### config.mk
export PLATFORM = sky130hd
export DESIGN_NAME = freq_gen
export DESIGN_NICKNAME = d
export VERILOG_FILES = /design/src/rtl/freq_gen_pkg.sv /design/src/rtl/freq_gen_seq_div.sv /design/src/rtl/freq_gen.sv
export SDC_FILE = /design/constraint.sdc
export NUM_CORES = 1
export LEC_CHECK = 0
export CORE_MARGIN = 4
export CORE_UTILIZATION = 35
export DETAILED_ROUTE_END_ITERATION = 16
export GPL_ROUTABILITY_DRIVEN = 1
export PLACE_DENSITY = 0.48
export SYNTH_ARGS = -nofsm -noshare
export SYNTH_HDL_FRONTEND = slang
export SYNTH_SLANG_ARGS = --single-unit
### constraint.sdc
create_clock -name clk -period 5.8 [get_ports clk]
set_input_delay 0.58 -clock clk [delete_from_list [all_inputs] [get_ports clk]]
set_output_delay 0.58 -clock clk [all_outputs]
set_load 0.01 [all_outputs]
### src/rtl/freq_gen_pkg.sv
// Shared definitions for the programmable square-wave generator.
package freq_gen_pkg;

    // Default system clock, and the frequency word width shared with FreMeasure
    localparam int unsigned CLK_HZ_DEF = 50_000_000;
    localparam int unsigned FW_DEF     = 14;

    // Controller states
    typedef enum logic [1:0] {
        ST_IDLE = 2'd0,
        ST_DIV  = 2'd1,
        ST_RUN  = 2'd2
    } state_e;

endpackage

### src/rtl/freq_gen_seq_div.sv
// Restoring sequential divider: one quotient bit per cycle, MSB first.
// The dividend register doubles as the quotient shift register.
module seq_div #(
    parameter int NW = 9,
    parameter int DW = 14
) (
    input  logic          clk,
    input  logic          rst_n,
    input  logic          start,
    input  logic [NW-1:0] num,
    input  logic [DW-1:0] den,
    output logic          busy,
    output logic          done,
    output logic [NW-1:0] quot
);
    localparam int CW = $clog2(NW + 1);

    logic [NW-1:0] dvd_q, dvd_d;
    logic [DW-1:0] rem_q, rem_d;
    logic [DW-1:0] den_q, den_d;
    logic [CW-1:0] cnt_q, cnt_d;
    logic          busy_q, busy_d;
    logic [DW:0]   trial;
    logic          qbit;

    // One restoring step plus start/restart handling
    always_comb begin
        trial  = {rem_q, dvd_q[NW-1]};
        qbit   = (trial >= {1'b0, den_q});
        dvd_d  = dvd_q;
        rem_d  = rem_q;
        den_d  = den_q;
        cnt_d  = cnt_q;
        busy_d = busy_q;
        if (start) begin
            dvd_d  = num;
            rem_d  = '0;
            den_d  = den;
            cnt_d  = CW'(NW);
            busy_d = 1'b1;
        end else if (busy_q) begin
            dvd_d = {dvd_q[NW-2:0], qbit};
            // A failed trial is below den, so it always fits the remainder width
            rem_d = qbit ? DW'(trial - {1'b0, den_q}) : trial[DW-1:0];
            cnt_d = cnt_q - CW'(1);
            if (cnt_q == CW'(1)) begin
                busy_d = 1'b0;
            end
        end
    end

    // Control registers (step counter, busy flag)
    always_ff @(posedge clk or negedge rst_n) begin
        if (!rst_n) begin
            cnt_q  <= '0;
            busy_q <= 1'b0;
        end else begin
            cnt_q  <= cnt_d;
            busy_q <= busy_d;
        end
    end

    // Datapath registers (dividend/quotient, remainder, divisor)
    always_ff @(posedge clk) begin
        dvd_q <= dvd_d;
        rem_q <= rem_d;
        den_q <= den_d;
    end

    // Final quotient is presented during the last busy cycle
    assign busy = busy_q;
    assign done = busy_q && (cnt_q == CW'(1));
    assign quot = {dvd_q[NW-2:0], qbit};

endmodule

### src/rtl/freq_gen.sv
// Programmable 50% duty square-wave source. Half-period = floor((CLK_HZ/2)/Fre_set),
// clamped to 1. New periods take effect only at a level boundary, so no runt pulses.
module freq_gen
    import freq_gen_pkg::*;
#(
    parameter int unsigned CLK_HZ = CLK_HZ_DEF,
    parameter int unsigned FW     = FW_DEF
) (
    input  logic          clk,
    input  logic          rst_n,
    input  logic [FW-1:0] Fre_set,
    input  logic          load,
    output logic          Sig_out,
    output logic          busy,
    output logic          active,
    output logic          clipped
);
    localparam int            QW       = $clog2(CLK_HZ / 2 + 1);
    localparam logic [QW-1:0] DIVIDEND = QW'(CLK_HZ / 2);

    state_e        state_q, state_d;
    logic [QW-1:0] half_q, half_d;
    logic [QW-1:0] pend_q, pend_d;
    logic          pend_vld_q, pend_vld_d;
    logic [QW-1:0] cnt_q, cnt_d;
    logic          sig_q, sig_d;
    logic          active_q, active_d;
    logic          clip_q, clip_d;

    logic          div_start, div_busy, div_done;
    logic [QW-1:0] div_quot;
    logic [QW-1:0] half_new;
    logic          clip_new;
    logic          res_vld;
    logic          boundary;

    assign div_start = load && (Fre_set != '0);

    seq_div #(
        .NW(QW),
        .DW(FW)
    ) u_div (
        .clk  (clk),
        .rst_n(rst_n),
        .start(div_start),
        .num  (DIVIDEND),
        .den  (Fre_set),
        .busy (div_busy),
        .done (div_done),
        .quot (div_quot)
    );

    // Results from an aborted divide (state left DIV) are ignored
    assign res_vld  = div_done && (state_q == ST_DIV);
    assign clip_new = (div_quot == '0);
    assign half_new = clip_new ? QW'(1) : div_quot;
    assign boundary = active_q && (cnt_q == half_q - QW'(1));

    // Controller next state, wave counter and half/pending bookkeeping
    always_comb begin
        state_d    = state_q;
        half_d     = half_q;
        pend_d     = pend_q;
        pend_vld_d = pend_vld_q;
        cnt_d      = cnt_q;
        sig_d      = sig_q;
        active_d   = active_q;
        clip_d     = clip_q;

        if (active_q) begin
            if (boundary) begin
                sig_d = ~sig_q;
                cnt_d = '0;
                if (pend_vld_q) begin
                    half_d     = pend_q;
                    pend_vld_d = 1'b0;
                end
            end else begin
                cnt_d = cnt_q + QW'(1);
            end
        end

        if (load) begin
            // A new request wins: any queued half is dropped, the old half keeps running
            half_d     = half_q;
            pend_vld_d = 1'b0;
            if (Fre_set == '0) begin
                state_d  = ST_IDLE;
                active_d = 1'b0;
                sig_d    = 1'b0;
                cnt_d    = '0;
                clip_d   = 1'b0;
                half_d   = '0;
            end else begin
                state_d = ST_DIV;
            end
        end else if (res_vld) begin
            state_d = ST_RUN;
            clip_d  = clip_new;
            if (active_q) begin
                pend_d     = half_new;
                pend_vld_d = 1'b1;
            end else begin
                half_d   = half_new;
                active_d = 1'b1;
                sig_d    = 1'b1;
                cnt_d    = '0;
            end
        end
    end

    // State and wave registers
    always_ff @(posedge clk or negedge rst_n) begin
        if (!rst_n) begin
            state_q    <= ST_IDLE;
            half_q     <= '0;
            pend_q     <= '0;
            pend_vld_q <= 1'b0;
            cnt_q      <= '0;
            sig_q      <= 1'b0;
            active_q   <= 1'b0;
            clip_q     <= 1'b0;
        end else begin
            state_q    <= state_d;
            half_q     <= half_d;
            pend_q     <= pend_d;
            pend_vld_q <= pend_vld_d;
            cnt_q      <= cnt_d;
            sig_q      <= sig_d;
            active_q   <= active_d;
            clip_q     <= clip_d;
        end
    end

    assign Sig_out = sig_q;
    assign busy    = div_busy && (state_q == ST_DIV);
    assign active  = active_q;
    assign clipped = clip_q;

endmodule
# After elaboration in Yosys (flattened, before gate mapping)
# Index checks and enable logic that the tools add are counted.
# totals
rom_bits	0
latch_bits	0
n_memories	0
inputBits	17
register_bits	140
ram_bits	0
# op_classes
n_addsub	4
bitwise_logic	2
magnitude_cmp	1
n_eq_ne	4
n_reduce_logical	12
shift	0
n_div	0
n_mux	39
mul	0
# ops
op	count
two-way mux 25 bit	14
adder 25 x 1 -> 25 bit, second input constant	1
equality test 25 bit	1
logical NOT 25 bit	1
subtractor 25 x 1 -> 25 bit, second input constant	1
two-way mux 1 bit	20
greater-or-equal comparator 15 x 14 -> 1 bit	1
logical NOT 14 bit	1
two-way mux 14 bit	1
nonzero test 14 bit	1
subtractor 14 bit	1
two-way mux 5 bit	2
equality test 5 x 1 -> 1 bit, second input constant	1
logical AND 1 bit	5
subtractor 5 x 1 -> 5 bit, second input constant	1
two-way mux 2 bit	2
nonzero test 2 bit	2
AND reduction 3 bit	1
equality test 2 x 1 -> 1 bit, second input constant	1
inequality test 2 x 1 -> 1 bit, second input constant	1
inverter 1 bit	2
AND reduction 2 bit	1

# Logic depth before layout (Yosys ltp)
# logic_depth
depth_word	8
ltp_mapped	12
depth_no_buf	12

# Cells and area by module
# A second synthesis with hierarchy kept.
# unflattened
cells_unflattened	948
area_unflattened_um2	8720.9
# modules_own_cells
mod	seq_area_each_um2	cells_per_inst	area_per_inst_um2	n_inst
freq_gen	2026.9	631	5285.1	1
seq_div	1601.5	317	3435.8	1

# Worst setup path before layout
# OpenSTA, ideal clock, no wires.
# synth_path
kind	register to register
start	reg half_q[9]
end	reg with a tool-made name
setup_time_ns	0.123
synth_period_minus_slack_ns	3.413
slack_ns	2.387
t_arrival_ns	3.291
path_stages_with_launch	12
path_cell_list	dfrtp_1 -> or4_4 -> or4_1 -> clkbuf_1 -> or4_1 -> a21oi_2 -> o2111ai_2 -> o31a_1 -> buf_2 -> buf_6 -> a31oi_1 -> nand2_1
# synth_lines
item	line_no	text
start: declaration	freq_gen.sv:22	logic [QW-1:0] half_q, half_d;
start signal: assignment	freq_gen.sv:125	half_q <= half_d;

==> impl_results.md <==
* GPL Wtd Cong at 0.8864
* Setup ws final at about 1600 ps
* Die Area at 0.02458 sq mm
* Iteration-0 DRC Markers at 332
* Worst-Margin Slew at roughly 1100 ps
* Die Y at 156.8 um
* EDFF count, synth at 14
* Crit path max fanout at 28
* Max incr delay on CP at 990 ps
* Wire per inst at 16.48 um
* Post-synthesis register bit count at 140
* Buf/Inv on CP at 0
* Post-route insts no fill at 1157
* Number of global-route vias before repair at 6242
* Clk buf depth at 2
* # clock sinks at 140
* Number of cells produced by synthesis at 865
* Num CTS Buffers at 17
* Top_reg_cell synth: dfrtp_1
* Setup crit end kind: register
* Number of synthesis warnings at 0
* RSZ-0062 raised after global routing: false
* Hold/Removal Path Class: input pin to async pin
* Crit start category: register
* Worst path required time at 6110 ps
* Fmax at ~240 MHz
* Status: complete, no violations
* Max VDD drop at between 100 and 150 uV
* Placed cell count at approximately 1100
* CTS Hold Bufs at 0
* Cells along the critical path: or4_4 > or4_1 > or4_1 > a21oi_2 > o2111ai_2 > o31ai_4 > o21ai_0 > a21o_1
* Setup TNS at 0 ps
* Sequential area share after synthesis at 43.60%
* CTS H-tree depth at 4
* CTS clk-pin slew, worst paths at 70 ps
* Routed Wire Length at 19060 um
* Syn_nets at 901
* Final Hold Fails at 0
* Via/cell ratio at 5.325
* Total GRT Usage at 16.60%
* CP top delay family: compound AO/OA/AOI/OAI gates
* Post-synthesis average cell area at 8.958 sq um
* Total gr overflow at 0
* Clk_lat worst skew at 430 ps
* Leak Pwr at approximately 3.8 nW
* Fraction of layout cells with a size suffix above 1 at 9.122%
* # Post-CTS Setup Buffers at 0
* Period utilization at 71.93%
* Final setup vio count at 0
* Post-DP HPWL at ~13000 um
* Worst path most repeated cell: or4_1
* Pre-CTS WS at 1654 ps
* Setup Skew at 18.17 ps
* Pin count of the biggest net entering global routing at 63
* Layout area overhead at 13.06%
* Mapped cell area at 0.007749 sq mm
* Setup CP Type: register to register
* Initial core utilization at 35.51%
* I/O Buffers at 20
* TritonRoute pass-1 iters at 4
* Max-cap violations at 0
* CTS tree: done
* Max transition margin at between 20% and 30%
* Hold WS at 122.5 ps
* Chip Width at 156.8 um
* Fin crit period at 4172 ps
* Ant. Diodes at 0
* Slowest-stage cell, CP: o31ai_4
* Pwr/cell area at between 300 and 400 mW/mm^2
* Power Total at around 3.0 mW
* Synth cell types at 62
* Fin. max-slew vios at 0
* Post-CTS Resized at 0
* Asr flop ratio synth at roughly 62%
* # nets final at 900
* FP Rows at 54
* Core ar. at 0.02182 sq mm
* Clock Tree Root: clkbuf_16
* First-pass GRT wire length at approximately 33000 um
* Vias post-DR at 6161
* I/O pins at 21
* # DRC at 0
* Antenna violations before repair at 0
* Antenna Nets Post-Route at 0
* WP data arrival at 4480 ps
[cell families after synthesis]
logic type,synth area share [%]
compound gates,19.46
xor+xnor,5.086
fa+ha+maj,3.165
buf+inv,4.021
flops,43.60
mux,6.863
simple gates,17.81
[Yosys cell counts (all sizes together) (6+ instances only)]
| library cell | count | area share (%) |
|---|---|---|
| nand2 | 122 | 5.9 |
| nand2b | 7 | 0.57 |
| xnor2 | 25 | 2.8 |
| nand4 | 11 | 0.89 |
| a21o | 8 | 0.78 |
| dfrtp | 87 | 28 |
| a21oi | 42 | 2.8 |
| and3 | 7 | 0.57 |
| dfxtp | 39 | 10 |
| nor4 | 17 | 1.4 |
| ha | 18 | 2.9 |
| xor2 | 20 | 2.3 |
| nor3 | 11 | 0.78 |
| mux2 | 25 | 3.6 |
| edfxtp | 14 | 5.4 |
| nand3 | 13 | 0.84 |
| a31oi | 20 | 1.6 |
| buf | 14 | 1.0 |
| nor2 | 58 | 2.8 |
| and2 | 8 | 0.65 |
| nor2b | 7 | 0.57 |
| inv | 26 | 1.3 |
| o31ai | 8 | 0.95 |
| clkbuf | 36 | 1.7 |
| o21ai | 106 | 6.8 |
| o211ai | 6 | 0.58 |
| o21a | 7 | 0.68 |
| or4 | 6 | 0.63 |
| o21bai | 24 | 2.3 |
| mux2i | 25 | 3.2 |
[placed cells by master, fill, tap and decap left out, types with 24 or more instances in the layout]
| cell type | instances |
|---|---|
| dfxtp_1 | 39 |
| nand2_1 | 122 |
| nor2_1 | 58 |
| inv_1 | 26 |
| xnor2_1 | 25 |
| mux2_2 | 25 |
| o21ai_0 | 71 |
| o21bai_1 | 24 |
| dfrtp_1 | 86 |
| a21oi_1 | 41 |
| o21ai_1 | 35 |
| mux2i_1 | 25 |
[worst paths after layout]
path	startpoint	to	slack, ps	depth (start not counted)
max	half_q[9]$_DFFE_PN0N_	register	1630	8
max reg2reg	half_q[9]$_DFFE_PN0N_	register	1630	8
min in group clk	state_q[0]$_DFFE_PN0P_	state_q[0]$_DFFE_PN0P_	490	2
max in group asynchronous	rst_n	u_div.busy$_DFF_PN0_	4590	2
min	rst_n	pend_q[6]$_DFFE_PN0P_	120	1
min reg2reg	state_q[0]$_DFFE_PN0P_	state_q[0]$_DFFE_PN0P_	490	2
[per-layer routing]
| metal | vias to the layer above | GRT usage, % | routed length, um |
|---|---|---|---|
| met3 | 23 | 3.014 | 444 |
| met4 | 0 | 5.744 | 355 |
| li1 | 3102 | - | - |
| met2 | 75 | 27.74 | 9202 |
| met1 | 2961 | 21.65 | 9060 |
| met5 | - | 0 | 0 |
[final cells by class]
cell class | instances | area [sq um]
fillers | 2188 | 13060
clock buffers | 19 | 464.2
repair buffers | 30 | 272.8
flip-flops and latches | 140 | 3379
multi-input cells | 649 | 4070
inverters | 26 | 97.59
clock inverters | 13 | 126.4
well taps | 280 | 350.3
[through the flow]
| step | utilization, % | area, sq um |
|---|---|---|
| CTS | 40.14 | 8761 |
| floorplan | - | 7749 |
| detailed placement | 37.44 | 8170 |
| finish | 40.14 | 8761 |
| global route | 40.14 | 8761 |
| global placement | 37.44 | 8170 |
[where the power goes]
group	switching, mW	leakage [nW]	internal [mW]
Clock	0.457	0.296	0.636
Combinational	0.397	1.87	0.320
Sequential	0.116	1.63	1.09
Total	0.970	3.80	2.05
(Power assumes the default switching activity.)
